## src/rtl/player_motion_pkg.sv

```systemverilog
// Shared types and constants for the player sprite motion block and the display stage.
package player_motion_pkg;

    localparam int X_W     = 10;
    localparam int Y_W     = 9;
    localparam int VY_W    = 6;
    localparam int CALC_W  = 11;
    localparam int FRAME_W = 4;

    localparam int SPRITE_W_DEF = 47;
    localparam int X_MAX_DEF    = 550;
    localparam int Y_FLOOR_DEF  = 359;

    typedef enum logic [1:0] {
        ANIM_IDLE = 2'd0,
        ANIM_RUN  = 2'd1,
        ANIM_AIR  = 2'd2
    } anim_state_e;

    // -1 for left only, +1 for right only, 0 for both or neither.
    function automatic logic signed [1:0] intent_dir(input logic left, input logic right);
        if (left && !right)      return -2'sd1;
        else if (right && !left) return 2'sd1;
        else                     return 2'sd0;
    endfunction

endpackage

```

## src/rtl/anim_frame_counter.sv

```systemverilog
// Animation frame counter: divides game ticks by FRAME_DIV, restarts on any state change.
module anim_frame_counter
    import player_motion_pkg::*;
#(
    parameter int FRAME_DIV = 2
) (
    input  logic               clk,
    input  logic               rstn,
    input  logic               tick,
    input  logic               state_change,
    output logic [FRAME_W-1:0] frame_idx
);

    localparam int DIV_W = (FRAME_DIV > 1) ? $clog2(FRAME_DIV) : 1;

    logic [DIV_W-1:0]   div_q, div_d;
    logic [FRAME_W-1:0] frame_q, frame_d;

    always_comb begin
        div_d   = div_q;
        frame_d = frame_q;
        if (tick) begin
            if (state_change) begin
                div_d   = '0;
                frame_d = '0;
            end else if (div_q == DIV_W'(FRAME_DIV - 1)) begin
                div_d   = '0;
                frame_d = frame_q + 1'b1;
            end else begin
                div_d = div_q + 1'b1;
            end
        end
    end

    always_ff @(posedge clk or negedge rstn) begin
        if (!rstn) begin
            div_q   <= '0;
            frame_q <= '0;
        end else begin
            div_q   <= div_d;
            frame_q <= frame_d;
        end
    end

    assign frame_idx = frame_q;

endmodule

```

## src/rtl/player_motion_ctrl.sv

```systemverilog
// Player sprite position, facing and IDLE/RUN/AIR state, advanced once per game tick.
// Jumping (AIR state and vertical motion) exists only when PLAYER_JUMP_EN is defined.
module player_motion_ctrl
    import player_motion_pkg::*;
#(
    parameter int X_MAX     = X_MAX_DEF,
    parameter int Y_FLOOR   = Y_FLOOR_DEF,
    parameter int SPRITE_W  = SPRITE_W_DEF,
    parameter int STEP      = 2,
    parameter int JUMP_V    = 12,
    parameter int GRAVITY   = 1,
    parameter int VY_MAX    = 12,
    parameter int FRAME_DIV = 2
) (
    input  logic               clk,
    input  logic               rstn,
    input  logic               tick,
    input  logic               key_left,
    input  logic               key_right,
    input  logic               key_jump,
    output logic [X_W-1:0]     pos_x,
    output logic [Y_W-1:0]     pos_y,
    output logic [1:0]         anim_state,
    output logic [FRAME_W-1:0] frame_idx,
    output logic               facing_left
);

    localparam logic signed [CALC_W-1:0] STEP_S  = CALC_W'(STEP);
    localparam logic signed [CALC_W-1:0] X_LIM_S = CALC_W'(X_MAX - SPRITE_W + 1);

    anim_state_e          state_q, state_d;
    logic [X_W-1:0]       pos_x_q, pos_x_d;
    logic                 facing_q, facing_d;
    logic signed [1:0]    dir;
    logic                 moving;
    logic signed [CALC_W-1:0] x_ext, x_mv;
    logic [X_W-1:0]       x_sat;
    logic                 state_change;

    assign dir    = intent_dir(key_left, key_right);
    assign moving = (dir != 2'sd0);

    // Horizontal move is computed wide and signed so both edges saturate without wrap.
    always_comb begin
        x_ext = $signed({1'b0, pos_x_q});
        if (dir[1])      x_mv = x_ext - STEP_S;
        else if (dir[0]) x_mv = x_ext + STEP_S;
        else             x_mv = x_ext;
        if (x_mv[CALC_W-1])     x_sat = '0;
        else if (x_mv > X_LIM_S) x_sat = X_W'(X_LIM_S);
        else                     x_sat = x_mv[X_W-1:0];
    end

`ifdef PLAYER_JUMP_EN
    localparam logic signed [VY_W-1:0]   VY_JUMP_S  = VY_W'(-JUMP_V);
    localparam logic signed [VY_W-1:0]   GRAV_S     = VY_W'(GRAVITY);
    localparam logic signed [VY_W-1:0]   VY_MAX_S   = VY_W'(VY_MAX);
    localparam logic signed [CALC_W-1:0] Y_FLOOR_S  = CALC_W'(Y_FLOOR);

    logic [Y_W-1:0]           pos_y_q, pos_y_d;
    logic signed [VY_W-1:0]   vy_q, vy_d, vy_inc, vy_cap;
    logic signed [CALC_W-1:0] y_ext, vy_ext, ny;

    always_comb begin
        y_ext  = $signed({2'b00, pos_y_q});
        vy_ext = {{(CALC_W-VY_W){vy_q[VY_W-1]}}, vy_q};
        ny     = y_ext + vy_ext;
        vy_inc = vy_q + GRAV_S;
        vy_cap = (vy_inc > VY_MAX_S) ? VY_MAX_S : vy_inc;
    end
`endif

    always_comb begin
        state_d  = state_q;
        pos_x_d  = pos_x_q;
        facing_d = facing_q;
`ifdef PLAYER_JUMP_EN
        pos_y_d  = pos_y_q;
        vy_d     = vy_q;
`endif
        if (tick) begin
            pos_x_d = x_sat;
            if (moving) facing_d = dir[1];
            case (state_q)
                ANIM_IDLE, ANIM_RUN: begin
                    state_d = moving ? ANIM_RUN : ANIM_IDLE;
`ifdef PLAYER_JUMP_EN
                    if (key_jump) begin
                        state_d = ANIM_AIR;
                        vy_d    = VY_JUMP_S;
                    end
`endif
                end
`ifdef PLAYER_JUMP_EN
                ANIM_AIR: begin
                    if (ny[CALC_W-1]) begin
                        pos_y_d = '0;
                        vy_d    = '0;
                    end else if (ny >= Y_FLOOR_S) begin
                        // Landing ignores key_jump; a re-jump is taken on the next tick.
                        pos_y_d = Y_W'(Y_FLOOR);
                        vy_d    = '0;
                        state_d = moving ? ANIM_RUN : ANIM_IDLE;
                    end else begin
                        pos_y_d = ny[Y_W-1:0];
                        vy_d    = vy_cap;
                    end
                end
`endif
                default: state_d = ANIM_IDLE;
            endcase
        end
    end

    always_ff @(posedge clk or negedge rstn) begin
        if (!rstn) begin
            state_q  <= ANIM_IDLE;
            pos_x_q  <= '0;
            facing_q <= 1'b0;
`ifdef PLAYER_JUMP_EN
            pos_y_q  <= Y_W'(Y_FLOOR);
            vy_q     <= '0;
`endif
        end else begin
            state_q  <= state_d;
            pos_x_q  <= pos_x_d;
            facing_q <= facing_d;
`ifdef PLAYER_JUMP_EN
            pos_y_q  <= pos_y_d;
            vy_q     <= vy_d;
`endif
        end
    end

    assign state_change = tick && (state_d != state_q);

    anim_frame_counter #(
        .FRAME_DIV(FRAME_DIV)
    ) u_frame_cnt (
        .clk         (clk),
        .rstn        (rstn),
        .tick        (tick),
        .state_change(state_change),
        .frame_idx   (frame_idx)
    );

    assign pos_x       = pos_x_q;
    assign anim_state  = state_q;
    assign facing_left = facing_q;

`ifdef PLAYER_JUMP_EN
    assign pos_y = pos_y_q;
`else
    logic unused_jump;
    assign unused_jump = key_jump ^ (^{JUMP_V, GRAVITY, VY_MAX});
    assign pos_y = Y_W'(Y_FLOOR);
`endif

endmodule
```

## config.mk

```make
export PLATFORM = sky130hd
export DESIGN_NAME = player_motion_ctrl
export DESIGN_NICKNAME = d
export VERILOG_FILES = /design/src/rtl/player_motion_pkg.sv /design/src/rtl/anim_frame_counter.sv /design/src/rtl/player_motion_ctrl.sv
export SDC_FILE = /design/constraint.sdc
export NUM_CORES = 1
export LEC_CHECK = 0
export CAP_MARGIN = 25
export CORE_MARGIN = 2
export CORE_UTILIZATION = 51
export CTS_CLUSTER_DIAMETER = 50
export DETAILED_ROUTE_END_ITERATION = 10
export GPL_ROUTABILITY_DRIVEN = 0
export PLACE_DENSITY = 0.83
export SETUP_SLACK_MARGIN = 0.3
export SKIP_LAST_GASP = 1
export SLEW_MARGIN = 20
export SYNTH_ARGS = -nofsm -noshare
export SYNTH_HDL_FRONTEND = slang
export SYNTH_HIERARCHICAL = 1
export SYNTH_SLANG_ARGS = --single-unit
export TNS_END_PERCENT = 100
```

## constraint.sdc

```tcl
create_clock -name clk -period 3.9 [get_ports clk]
set_input_delay 0.585 -clock clk [delete_from_list [all_inputs] [get_ports clk]]
set_output_delay 0.585 -clock clk [all_outputs]
set_load 0.05 [all_outputs]
```

==> out/metrics.yaml <==
status: "finished, final reports clean"
swShare_pct: 52.9
cp-start-kind: "input pin"
portBuffers: 20
final_cell_area_um2: 1570
rsz0062_at_grt: "false"
p_leak_uw: 0.000653
vias: 1108
synth_area_per_cell_um2: 9.57
cts-buffers-inserted: 3
ir_drop_mv: 0.523
seqCellArea_um2: 425
critPathLaunch: "key_right"
hold_ws_ns: 0.532
fin_setup_tns_ns: 0
initial_utilization_pct: 52.6
htree_levels: 1
synth_flop_cell: "dfrtp_1"
required_ns: 4.10
worst_slack_ns: 1.05
slew_viol_final: 0
layout-drive-gt1-share_pct: 16.0
nets: 173
drt_iter0_drc: 17
synth_enable_flop_cells: 0
pre_cts_slack_ns: 0.749
finalSetupViolations: 0
track_usage_pct: 18.1
ys_seq_elements: 17
hold_viol: 0
clockPowerShare_pct: 7.9
yosys-top-cells-area: "dfrtp_1 (30%), mux2_2 (6.3%), buf_4 (5.3%), buf_6 (3.9%), ha_1 (3.5%)"
clk_pin_slew_ns: 0.10
clock_sinks: 17
die_height_um: 56.9
final_antenna_net_count: 0
ctsHoldBuffers: 0
synth-async-reset-ratio_pct: 100
die_w_um: 56.9
yosysSeqAreaShare_pct: 29.8
synthTopCellsByCount: "dfrtp_1 (17), buf_4 (10), inv_1 (9), mux2_2 (8), nor2_1 (7)"
synth_top_area_share_pct: 29.8
post_cts_resize_count: 0
synth.distinct_cells: 56
critPathArrivalTime_ns: 3.04
crit_fanout: 9
area_growth_pct: 10.4
ios: 32
grt_first_pass_wirelength_mm: 4.66
dieArea_um2: 3240
switchingPower_uw: 657
core_area_um2: 2710
vias_per_cell: 5.74
p_total_uw: 1240
antenna_found_initial: 0
wl_mm: 2.76
crit_type: "input pin to register"
cts_tree: "yes"
regToRegStartpoint: "pos_x[1]"
period_minus_slack_ns: 2.85
rows: 19
finalCritPeriodShare_pct: 73.0
grt_pass1_vias: 1071
finClkSkew_ns: 0.00373
synth_cells: 149
routedWlPerCell_um: 14.3
internal_power_uw: 584
yosys.area.top_type: "dfrtp_1"
multi_input_area_um2: 842
worstMarginPinSlew_ns: 0.935
dr.pass1.iters: 4
maxCapViolations: 0
yosysMostFrequentCell: "dfrtp_1"
grt-ovfl-total: 0
cts_setup_buffers: 0
end_kind: "register"
drc_errors: 0
power_frac_seq_pct: 31.7
grt_max_degree: 25
cts_buffer_depth: 2
clk_latency_ns: 0.30
syn_area_um2: 1430
yosys_warnings: 6
hp-class: "register to register"
root_buffer: "clkbuf_4"
power.density_nw_per_um2: 788
min_from: "facing_left"
dp_hpwl_mm: 2.07
clock.fmax_mhz: 351
dpl_cell_area_um2: 1550
nFillCells: 241
comb_power_share_pct: 60.4
num_antenna_cells: 0
relSlewSlack_pct: 37.5
==> cells by family after synthesis <==
kind of cell,after synthesis,share of synthesized area [%]
other cells,2,0.527
mux,10,8.07
xor+xnor,5,3.07
fa+ha+maj,4,3.51
buf+inv,29,13.2
simple gates,50,24.6
flops,17,29.8
compound gates,32,17.2
==> sequential cells by signal, indices dropped and copies added, names as in the netlist <==
signal                 flops
u_frame_cnt/div_q          1
pos_x                      9
facing_left                1
anim_state                 2
u_frame_cnt/frame_idx      4
==> worst paths after layout <==
path	end	slack, ns	cells past startpoint
max	pos_x[2]	1.05	10
min	facing_left	0.53	1
max reg2reg	pos_x[2]	1.44	8
min reg2reg	facing_left	0.53	1
max in group asynchronous	pos_x[9]	2.68	1
min in group asynchronous	anim_state[0]	0.73	1
==> cell usage in the layout (no fill, tap or decap), types with 2 or more instances in the layout <==
cell type,netlist,final
clkdlybuf4s50_1,0,20
dfrtp_1,17,17
conb_1,2,10
inv_1,9,9
mux2_2,8,8
nor2_1,7,7
a21oi_1,6,6
nand3_1,6,6
nand2_1,5,5
a21boi_0,4,4
ha_1,4,4
xor2_1,3,3
and4_1,3,3
nand4_1,3,3
clkbuf_4,0,3
o22ai_1,3,3
nor2b_1,2,2
xnor2_1,2,2
o21a_1,2,2
nor3_1,2,2
and2_1,2,2
and3_1,2,2
o211ai_1,2,2
o21ai_0,2,2
o211ai_2,2,2
a22o_1,2,2
nand2b_1,2,2
==> per-stage QoR <==
step / std cells / utilization (%)
finish: 193 / 58.1
global route: 193 / 58.1
CTS: 193 / 58.1
detailed placement: 189 / 57.1
global placement: 189 / 57.1
floorplan: 157 / -
==> area by class of cell <==
class	instances	share of cell area (%)
Clock buffer	4	1.67
Inverter	9	2.15
Multi-Input combinational cell	111	53.5
Sequential cell	17	27.0
Tap cell	31	2.46
Timing Repair Buffer	21	13.2
==> per-layer routing <==
| layer | vias to the layer above | share of wire, % | global-route usage [%] | wire (um) |
|---|---|---|---|---|
| li1 | 543 | - | - | - |
| met1 | 534 | 42 | 21.0 | 1160 |
| met2 | 24 | 52 | 31.9 | 1440 |
| met3 | 7 | 3.7 | 3.69 | 101 |
| met4 | 0 | 2.1 | 7.97 | 57 |
| met5 | - | 0 | 0 | 0 |
==> power groups by stage <==
stage               Clock, uW  Sequential [uW]  Combinational (uW)
global placement            0              386                 730
floorplan                   0              547                 420
CTS                       102              390                 754
finish                   97.8              393                 750
global route              111              410                 801
detailed placement          0              394                 752
==> worst max-delay path, stage by stage <==
cell	delay [ns]
clkdlybuf4s50_1	0.45
inv_1	0.04
ha_1	0.42
nor3b_1	0.09
buf_4	0.17
o32ai_1	0.35
o221ai_2	0.17
nor4_4	0.35
o211ai_2	0.13
a22o_1	0.28
Note: power is estimated with default switching activity, not from simulation.
